### src/rtl/stream_xor_pkg.sv
// rtl/stream_xor_pkg.sv - shared state encoding and default sizing for stream_xor_encrypt
package stream_xor_pkg;

    typedef enum logic [1:0] {
        ST_IDLE   = 2'd0,
        ST_WARMUP = 2'd1,
        ST_RUN    = 2'd2,
        ST_DRAIN  = 2'd3
    } state_e;

    localparam int DEF_DEPTH  = 4;
    localparam int DEF_WARMUP = 16;
    localparam int DEF_LEN_W  = 16;

    function automatic logic [31:0] rotl1(input logic [31:0] v);
        return {v[30:0], v[31]};
    endfunction

endpackage

### src/rtl/stream_xor_encrypt_ks_fifo.sv
// rtl/stream_xor_encrypt_ks_fifo.sv - keystream FIFO, first-word-fall-through head
module ks_fifo #(
    parameter int DEPTH = 4
) (
    input  logic        clk,
    input  logic        reset,
    input  logic        push,
    input  logic [31:0] din,
    input  logic        pop,
    output logic [31:0] dout,
    output logic        full,
    output logic        empty
);

    localparam int PTR_W = (DEPTH > 1) ? $clog2(DEPTH) : 1;

    logic [31:0]      mem_q [DEPTH];
    logic [PTR_W-1:0] wr_q;
    logic [PTR_W-1:0] rd_q;
    logic [PTR_W:0]   cnt_q;
    logic             do_push;
    logic             do_pop;

    assign full    = (cnt_q == (PTR_W+1)'(DEPTH));
    assign empty   = (cnt_q == '0);
    assign dout    = mem_q[rd_q];
    assign do_pop  = pop & ~empty;
    // A pop in the same cycle frees the slot, so a full FIFO still accepts.
    assign do_push = push & (~full | do_pop);

    always_ff @(posedge clk) begin
        if (!reset) begin
            wr_q  <= '0;
            rd_q  <= '0;
            cnt_q <= '0;
        end else begin
            if (do_push) wr_q <= wr_q + 1'b1;
            if (do_pop)  rd_q <= rd_q + 1'b1;
            if (do_push && !do_pop)      cnt_q <= cnt_q + 1'b1;
            else if (do_pop && !do_push) cnt_q <= cnt_q - 1'b1;
        end
    end

    always_ff @(posedge clk) begin
        if (do_push) mem_q[wr_q] <= din;
    end

endmodule

### src/rtl/stream_xor_encrypt.sv
// rtl/stream_xor_encrypt.sv - keystream XOR cipher stage with warm-up discard and keystream FIFO
// Optional running ciphertext tag enabled by STREAM_XOR_TAG_EN.
module stream_xor_encrypt
    import stream_xor_pkg::*;
#(
    parameter int DEPTH  = DEF_DEPTH,
    parameter int WARMUP = DEF_WARMUP,
    parameter int LEN_W  = DEF_LEN_W
) (
    input  logic             clk,
    input  logic             reset,
    input  logic             start,
    input  logic [LEN_W-1:0] msg_len,
    input  logic [31:0]      ks_word,
    input  logic             ks_valid,
    output logic             ks_ready,
    input  logic [31:0]      pt_data,
    input  logic             pt_valid,
    output logic             pt_ready,
    output logic [31:0]      ct_data,
    output logic             ct_valid,
    input  logic             ct_ready,
    output logic             busy,
    output logic             done,
    output logic             overflow
`ifdef STREAM_XOR_TAG_EN
    ,
    output logic [31:0]      tag
`endif
);

    localparam int WARM_W = (WARMUP > 1) ? $clog2(WARMUP + 1) : 1;

    state_e            state_q;
    logic [LEN_W-1:0]  rem_q;
    logic [WARM_W-1:0] warm_q;
    logic [31:0]       ct_data_q;
    logic [31:0]       ct_data_d;
    logic              ct_valid_q;
    logic              done_q;
    logic              overflow_q;

    logic              start_acc;
    logic              fire;
    logic              fifo_resetn;
    logic              fifo_push;
    logic [31:0]       fifo_dout;
    logic              fifo_full;
    logic              fifo_empty;

    assign start_acc   = (state_q == ST_IDLE) & start;
    // Accepted start flushes any keystream left over from the previous message.
    assign fifo_resetn = reset & ~start_acc;

    assign pt_ready  = (state_q == ST_RUN) & (rem_q != '0) & ~fifo_empty
                     & (~ct_valid_q | ct_ready);
    assign fire      = pt_valid & pt_ready;
    assign fifo_push = (state_q == ST_RUN) & ks_valid & (~fifo_full | fire);
    assign ct_data_d = pt_data ^ fifo_dout;

    assign ks_ready  = ((state_q == ST_RUN) | (state_q == ST_WARMUP)) & ~fifo_full;
    assign busy      = (state_q != ST_IDLE);
    assign ct_data   = ct_data_q;
    assign ct_valid  = ct_valid_q;
    assign done      = done_q;
    assign overflow  = overflow_q;

    ks_fifo #(
        .DEPTH (DEPTH)
    ) u_ks_fifo (
        .clk   (clk),
        .reset (fifo_resetn),
        .push  (fifo_push),
        .din   (ks_word),
        .pop   (fire),
        .dout  (fifo_dout),
        .full  (fifo_full),
        .empty (fifo_empty)
    );

`ifdef STREAM_XOR_TAG_EN
    logic [31:0] tag_q;
    assign tag = tag_q;
`endif

    always_ff @(posedge clk) begin
        if (!reset) begin
            state_q    <= ST_IDLE;
            rem_q      <= '0;
            warm_q     <= '0;
            ct_data_q  <= '0;
            ct_valid_q <= 1'b0;
            done_q     <= 1'b0;
            overflow_q <= 1'b0;
`ifdef STREAM_XOR_TAG_EN
            tag_q      <= '0;
`endif
        end else begin
            done_q <= 1'b0;

            if (fire) begin
                ct_data_q  <= ct_data_d;
                ct_valid_q <= 1'b1;
                rem_q      <= rem_q - 1'b1;
`ifdef STREAM_XOR_TAG_EN
                tag_q      <= rotl1(tag_q) ^ ct_data_d;
`endif
            end else if (ct_ready) begin
                ct_valid_q <= 1'b0;
            end

            case (state_q)
                ST_IDLE: begin
                    if (start) begin
                        rem_q      <= msg_len;
                        warm_q     <= '0;
                        overflow_q <= 1'b0;
                        state_q    <= ST_WARMUP;
`ifdef STREAM_XOR_TAG_EN
                        tag_q      <= '0;
`endif
                    end
                end
                ST_WARMUP: begin
                    if (WARMUP == 0) begin
                        state_q <= ST_RUN;
                    end else if (ks_valid) begin
                        warm_q <= warm_q + 1'b1;
                        if (warm_q == WARM_W'(WARMUP - 1)) state_q <= ST_RUN;
                    end
                end
                ST_RUN: begin
                    if (ks_valid && fifo_full && !fire) overflow_q <= 1'b1;
                    if (rem_q == '0) state_q <= ST_DRAIN;
                end
                ST_DRAIN: begin
                    if (!ct_valid_q || ct_ready) begin
                        done_q  <= 1'b1;
                        state_q <= ST_IDLE;
                    end
                end
                default: state_q <= ST_IDLE;
            endcase
        end
    end

endmodule

### config.mk
export PLATFORM = sky130hd
export DESIGN_NAME = stream_xor_encrypt
export DESIGN_NICKNAME = d
export VERILOG_FILES = /design/src/rtl/stream_xor_pkg.sv /design/src/rtl/stream_xor_encrypt_ks_fifo.sv /design/src/rtl/stream_xor_encrypt.sv
export SDC_FILE = /design/constraint.sdc
export NUM_CORES = 1
export LEC_CHECK = 0
export BUFFER_PORTS_ARGS = -buffer_cell sky130_fd_sc_hd__buf_2
export CAP_MARGIN = 10
export CORE_MARGIN = 2
export CORE_UTILIZATION = 45
export DETAILED_ROUTE_END_ITERATION = 12
export PLACE_DENSITY_LB_ADDON = 0.12
export SYNTH_ARGS = -nofsm -noshare
export SYNTH_HDL_FRONTEND = slang
export SYNTH_SLANG_ARGS = --single-unit
### constraint.sdc
create_clock -name clk -period 4 [get_ports clk]
set_input_delay 0.6 -clock clk [delete_from_list [all_inputs] [get_ports clk]]
set_output_delay 0.6 -clock clk [all_outputs]
set_load 0.02 [all_outputs]
* Word-level counts from Yosys, hierarchy flattened
Memories as Yosys holds them, arrays and structs flattened. A register that Yosys moved wholly into a read port is not among the register bits. Cells that the tools add are included.
Storage, ports and cells: register bits 65, memory bits (writable) 128, output and inout bits 38, memories 1
Operators by class: add/sub/neg operators 6, eq/ne operators 11, multiplexer cells 24, bitwise logic cells 20, reduce and logical (&&, ||, !) cells 22
Memories:
- u_ks_fifo.mem_q | words 4, bits a word 32, rd ports 1, clocked after Yosys merged registers in 1, write ports 1, RTL line stream_xor_encrypt_ks_fifo.sv:17 | logic [31:0] mem_q [DEPTH];
Operator list (number):
- two-way mux 16 bit | 3
- XOR 32 bit | 1
- zero test 16 bit | 1
- nonzero test 16 bit | 1
- subtractor 16 x 1 -> 16 bit, second input constant | 1
- two-way mux 2 bit | 7
- AND 1 bit | 11
- two-way mux 5 bit | 2
- one-hot mux 5 bit (2 select lines) | 1
- nonzero test 2 bit | 5
- one-hot mux 2 bit (4 select lines) | 1
- two-way mux 1 bit | 7
- two-way mux 3 bit | 2
- inequality test 2 x 1 -> 1 bit, second input constant | 3
- inequality test 2 bit, second input constant | 3
- AND reduction 3 bit | 2
- adder 5 x 1 -> 5 bit, second input constant | 1
- == test 5 x 4 -> 1 bit, second input constant | 1
- AND reduction 5 bit | 1
- adder 2 x 1 -> 2 bit, second input constant | 2
- == test 2 bit, second input constant | 2
- logical AND 1 bit | 4
- zero test 1 bit | 4
- NOT 1 bit | 4
- other kinds (10) | 13

* Longest topological paths before layout
word-level depth 12, mapped depth 12

* Modules after synthesis
Synthesis repeated with hierarchy kept, for this count alone.
Unflattened totals: cell total of the unflattened synthesis 533, area, all modules 7995.2 µm²
By module, submodules not included:
- ks_fifo | instances 1, cells each 215, area an instance 5144.9 µm²
- stream_xor_encrypt | instances 1, cells each 318, area an instance 2850.2 µm²

* Least setup slack after synthesis
Ideal clock, no wire load.
kind register to register, start register rem_q[4], end register u_ks_fifo.cnt_q[2], setup time 0.070 ns, data arrival time 2.724 ns, required time 3.930 ns, setup slack 1.206 ns, cell stages (with the launch flop) 12, cells stage by stage dfxtp_1 -> or4_1 -> buf_2 -> nor4_4 -> nor2_1 -> inv_1 -> ha_1 -> inv_1 -> fa_1 -> xor2_1 -> or3_1 -> a21oi_1
Between the ends: word-level cells in the longest chain between the ends 11
RTL lines:
- from (decl) | RTL line stream_xor_encrypt.sv:35 | logic [LEN_W-1:0] rem_q;
- from (signal assigned) | RTL line stream_xor_encrypt.sv:104 | rem_q <= rem_q - 1'b1;
- from (signal assigned) | RTL line stream_xor_encrypt.sv:115 | rem_q <= msg_len;
- nonzero test 16 bit * | RTL line stream_xor_encrypt.sv:55 | assign pt_ready = (state_q == ST_RUN) & (rem_q != '0) & ~fifo_empty
- AND 1 bit * (2 in a row) | RTL line stream_xor_encrypt.sv:55
- AND 1 bit * | RTL line stream_xor_encrypt.sv:56 | & (~ct_valid_q | ct_ready);
- AND 1 bit * | RTL line stream_xor_encrypt.sv:57 | assign fire = pt_valid & pt_ready;
- OR 1 bit / AND 1 bit (equally long branches) | RTL line stream_xor_encrypt.sv:58, stream_xor_encrypt_ks_fifo.sv:27
- AND 1 bit / OR 1 bit (equally long branches) | RTL line stream_xor_encrypt.sv:58, stream_xor_encrypt_ks_fifo.sv:29
- AND 1 bit | RTL line stream_xor_encrypt_ks_fifo.sv:29 | assign do_push = push & (~full | do_pop);
- zero test 1 bit | RTL line stream_xor_encrypt_ks_fifo.sv:40 | else if (do_pop && !do_push) cnt_q <= cnt_q - 1'b1;
- logical AND 1 bit | RTL line stream_xor_encrypt_ks_fifo.sv:40
- nonzero test 2 bit (no source line)
- to (signal assigned) | RTL line stream_xor_encrypt_ks_fifo.sv:39 | if (do_push && !do_pop) cnt_q <= cnt_q + 1'b1;
- to (signal assigned) | RTL line stream_xor_encrypt_ks_fifo.sv:40
- to (decl) | RTL line stream_xor_encrypt_ks_fifo.sv:20 | logic [PTR_W:0] cnt_q;
Every way passes the cells marked *; elsewhere a longest branch is shown, timed or not. A chain may end at the register's enable or synchronous reset.

* Final worst setup path
start register rem_q[4], end register u_ks_fifo.cnt_q[2]
Between the ends: word-level cells in the longest chain between the ends 11
RTL lines:
- nonzero test 16 bit * | RTL line stream_xor_encrypt.sv:55
- AND 1 bit * (2 in a row) | RTL line stream_xor_encrypt.sv:55
- AND 1 bit * | RTL line stream_xor_encrypt.sv:56
- AND 1 bit * | RTL line stream_xor_encrypt.sv:57
- OR 1 bit / AND 1 bit (equally long branches) | RTL line stream_xor_encrypt.sv:58, stream_xor_encrypt_ks_fifo.sv:27
- AND 1 bit / OR 1 bit (equally long branches) | RTL line stream_xor_encrypt.sv:58, stream_xor_encrypt_ks_fifo.sv:29
- AND 1 bit * | RTL line stream_xor_encrypt_ks_fifo.sv:29
- via u_ks_fifo.do_push | RTL line stream_xor_encrypt_ks_fifo.sv:21 | logic do_push;
- zero test 1 bit | RTL line stream_xor_encrypt_ks_fifo.sv:40
- logical AND 1 bit | RTL line stream_xor_encrypt_ks_fifo.sv:40
- nonzero test 2 bit (no source line)
The timed path passes the listed nets; every way through them passes the cells marked *.

==> metrics.md <==
| Metric | Value |
|---|---|
| RSZ-0062 raised after global routing | false |
| Clk sink count | 195 |
| EDFF count, synth | 128 |
| Post-CTS sizing | 0 |
| TNS Setup | 0 ns |
| I/O pin count | 124 |
| Dpl ws | 0.8008 ns |
| Clock tree buffer depth | 2 |
| P_leak | 0.003750 uW |
| Global route total overflow | 0 |
| Via/cell ratio | 5.614 |
| Worst hold path class | in2reg |
| Synth area leaders | edfxtp_1 (47%), dfxtp_1 (16%), mux4_2 (8.7%) |
| Initial DRC Count | 389 |
| DRC | 0 |
| Synth Register Bits | 195 |
| CP max FO | 9 |
| Drt first pass iters | 5 |
| Register area share after synthesis | 62.87% |
| Final ANT Viol Nets | 0 |
| Vias in the first global route | 5,349 |
| Worst-Skew Late Latency | 0.44 ns |
| Synth area leader | edfxtp_1 |
| Max Slew Vio Count | 0 |
| Synthesized area | 8247 um^2 |
| Final Non-Filler Cells | 920 |
| Final wirelength | 17,610 um |
| First-pass GRT wire length | 28,310 um |
| Sw power | 1404 uW |
| Main flop type after synthesis | edfxtp_1 |
| Syn avg cell area | 14.62 um^2 |
| Post-synth cell types | 56 |
| Post-layout min period | 3.242 ns |
| Pint | 3483 uW |
| Crit end category | flop |
| Slew HR | 39.06% |
| Ys Warns | 0 |
| Outcome | finished, final reports clean |
| Max Clk Rate | 308.4 MHz |
| Wirelength per Cell | 19.14 um |
| Post-CTS Hold Buffers | 0 |
| Final hold vios | 0 |
| Post-layout nets | 778 |
| H-Tree Depth | 4 |
| Fin util | 53.44% |
| Syn Nets | 664 |
| # setup viols final | 0 |
| Std-Cell Rows | 49 |
| Initial Util | 45.91% |
| Crit share post-route | 81.06% |
| Largest net degree at the start of global routing | 44 |
| Max Cap Viol | 0 |
| Req. time, crit path | 4.36 ns |
| Async S/R FF share, synth | 0% |
| Area grow syn2layout | 16.42% |
| Commonest cells post-synth | edfxtp_1 (128), dfxtp_1 (67), nand3_1 (46), o211a_1 (33) |
| Least-Margin Pin Slew | 0.9141 ns |
| WP data arrival | 3.60 ns |
| Vias | 5,165 |
| Sequential Power Share | 48.1% |
| Most frequent cell after synthesis | edfxtp_1 |
| Worst Setup Start Kind | flop |
| Die X | 139.4 um |
| Synthesized instance count | 564 |
| Yosys top cell area share | 46.61% |
| Sw frac | 28.72% |
| Peak VDD IR | 326.1 uV |
| Dpl cells | 888 |
| PwrDens | 509.0 nW/um^2 |
| Setup WS post-layout | 0.7577 ns |
| # diodes | 0 |
| Initial antenna violation count | 2 |
| Chip height | 139.4 um |
| Final setup skew | 0.01265 ns |
| Critical path class | reg2reg |
| Dpl hpwl | 11,370 um |
| Share of layout cells above drive strength 1 | 30.68% |
| Port bufs | 123 |
| DIE AREA | 19,430 um^2 |
| Gpl congestion | 0.8474 |
| CTS tree | done |
| GRT Util Overall | 18.71% |
| Core footprint | 17,960 um^2 |
| Clock power frac | 34.2% |
| Clock Pin Slew Worst Setup and Hold Paths | 0.07 ns |
| Setup Fix Bufs, Post-CTS | 0 |
| Total CTS buffers | 17 |
| Comb pwr share | 17.8% |
| Root buf cell | clkbuf_16 |
## registers in the layout, summed over array words and instances (netlist names), named ones only
| name | cells |
|---|---|
| u_ks_fifo.mem_q | 128 |
| ct_data | 32 |
| rem_q | 16 |
| warm_q | 5 |
| u_ks_fifo.cnt_q | 3 |
| state_q | 2 |
| u_ks_fifo.rd_q | 2 |
| u_ks_fifo.wr_q | 2 |
| ct_valid | 1 |
| done | 1 |
| overflow | 1 |
## power by group through the flow
| stage | combinational (uW) | clock (uW) | sequential [uW] |
|---|---|---|---|
| after global placement | 842 | 0 | 2380 |
| after global routing | 958 | 1790 | 2360 |
| final | 868 | 1670 | 2350 |
| after CTS | 870 | 1710 | 2350 |
| after detailed placement | 866 | 0 | 2390 |
| after floorplan | 650 | 0 | 2380 |
## per-layer routing
| layer | GRT usage, % | vias up | wire length (um) |
|---|---|---|---|
| met2 | 31.55 | 160 | 8772 |
| met5 | 0 | - | 14 |
| li1 | - | 2442 | - |
| met1 | 23.65 | 2533 | 7542 |
| met4 | 5.848 | 4 | 256 |
| met3 | 5.093 | 26 | 1020 |
## placed cells by master (no fill, tap or decap), types with 3 or more instances in the layout
master	netlist	layout
xnor2_1	32	32
nand2b_1	5	5
a31oi_1	10	10
mux2i_1	4	4
edfxtp_1	128	128
o31ai_1	12	12
inv_1	13	13
or2_2	3	3
nand3_1	46	46
nor4_1	5	5
o211a_1	33	33
a21boi_0	3	3
buf_2	8	123
clkinvlp_4	0	3
nand2_1	13	13
or4_1	15	15
ha_1	13	13
inv_6	0	5
o2111ai_1	4	4
or3_1	4	4
buf_4	0	7
mux4_2	32	32
and3_1	4	3
xor2_1	3	3
o21ai_0	20	20
and2_2	1	5
and2_1	9	5
nor3_1	3	3
nor2_1	10	9
dfxtp_1	67	65
nand4_1	3	3
a21oi_1	6	6
clkbuf_16	0	17
## worst paths after layout
check / startpoint / end / slack [ns] / depth (start not counted)
setup reg to reg: rem_q[4]$_SDFF_PN0_ / u_ks_fifo.cnt_q[2]$_SDFFE_PN0P_ / 0.76 / 9
setup / recovery: rem_q[4]$_SDFF_PN0_ / u_ks_fifo.cnt_q[2]$_SDFFE_PN0P_ / 0.76 / 9
hold reg to reg: ct_data[3]$_SDFFE_PN0N_ / ct_data[3]$_SDFFE_PN0N_ / 0.50 / 1
hold / removal: ks_word[15] / u_ks_fifo.mem_q[0][15]$_DFFE_PP_ / 0.38 / 1
## kinds of logic after synthesis
logic type	share of synthesized area, %
xor gates and xnor gates	3.717
and+or+nand+nor	9.467
AOI/OAI and AO/OA	9.559
buffers and inverters	2.943
DFF	62.87
muxes	9.225
adders and majority gates	2.215
## layout make-up
type	count	area [um^2]
Fill cell	1502	8363
Sequential cell	195	5187
Multi-Input combinational cell	321	2833
Timing Repair Buffer	130	668.1
Clock buffer	19	432.9
Tap cell	229	286.5
Clock inverter	13	143.9
Inverter	13	48.80
## per-stage QoR
step / total power [uW] / cell area, um^2 / hold slack, ns
final: 4887 / 9600 / 0.3822
after global routing: 5114 / 9600 / 0.3591
after CTS: 4921 / 9600 / 0.3636
after detailed placement: 3257 / 9024 / 0.4812
after global placement: 3219 / 9024 / 0.4670
after floorplan: 3026 / 8247 / 0.4529
## critical path, stage by stage, from the launching register on
cell and delay [ns]:
dfxtp_1 0.34, or4_1 0.70, nor4_4 0.67, o2bb2ai_1 0.35, ha_1 0.33, inv_1 0.07, fa_1 0.17, xor2_1 0.07
or3_1 0.31, a21oi_1 0.15
(Power assumes the default switching activity.)
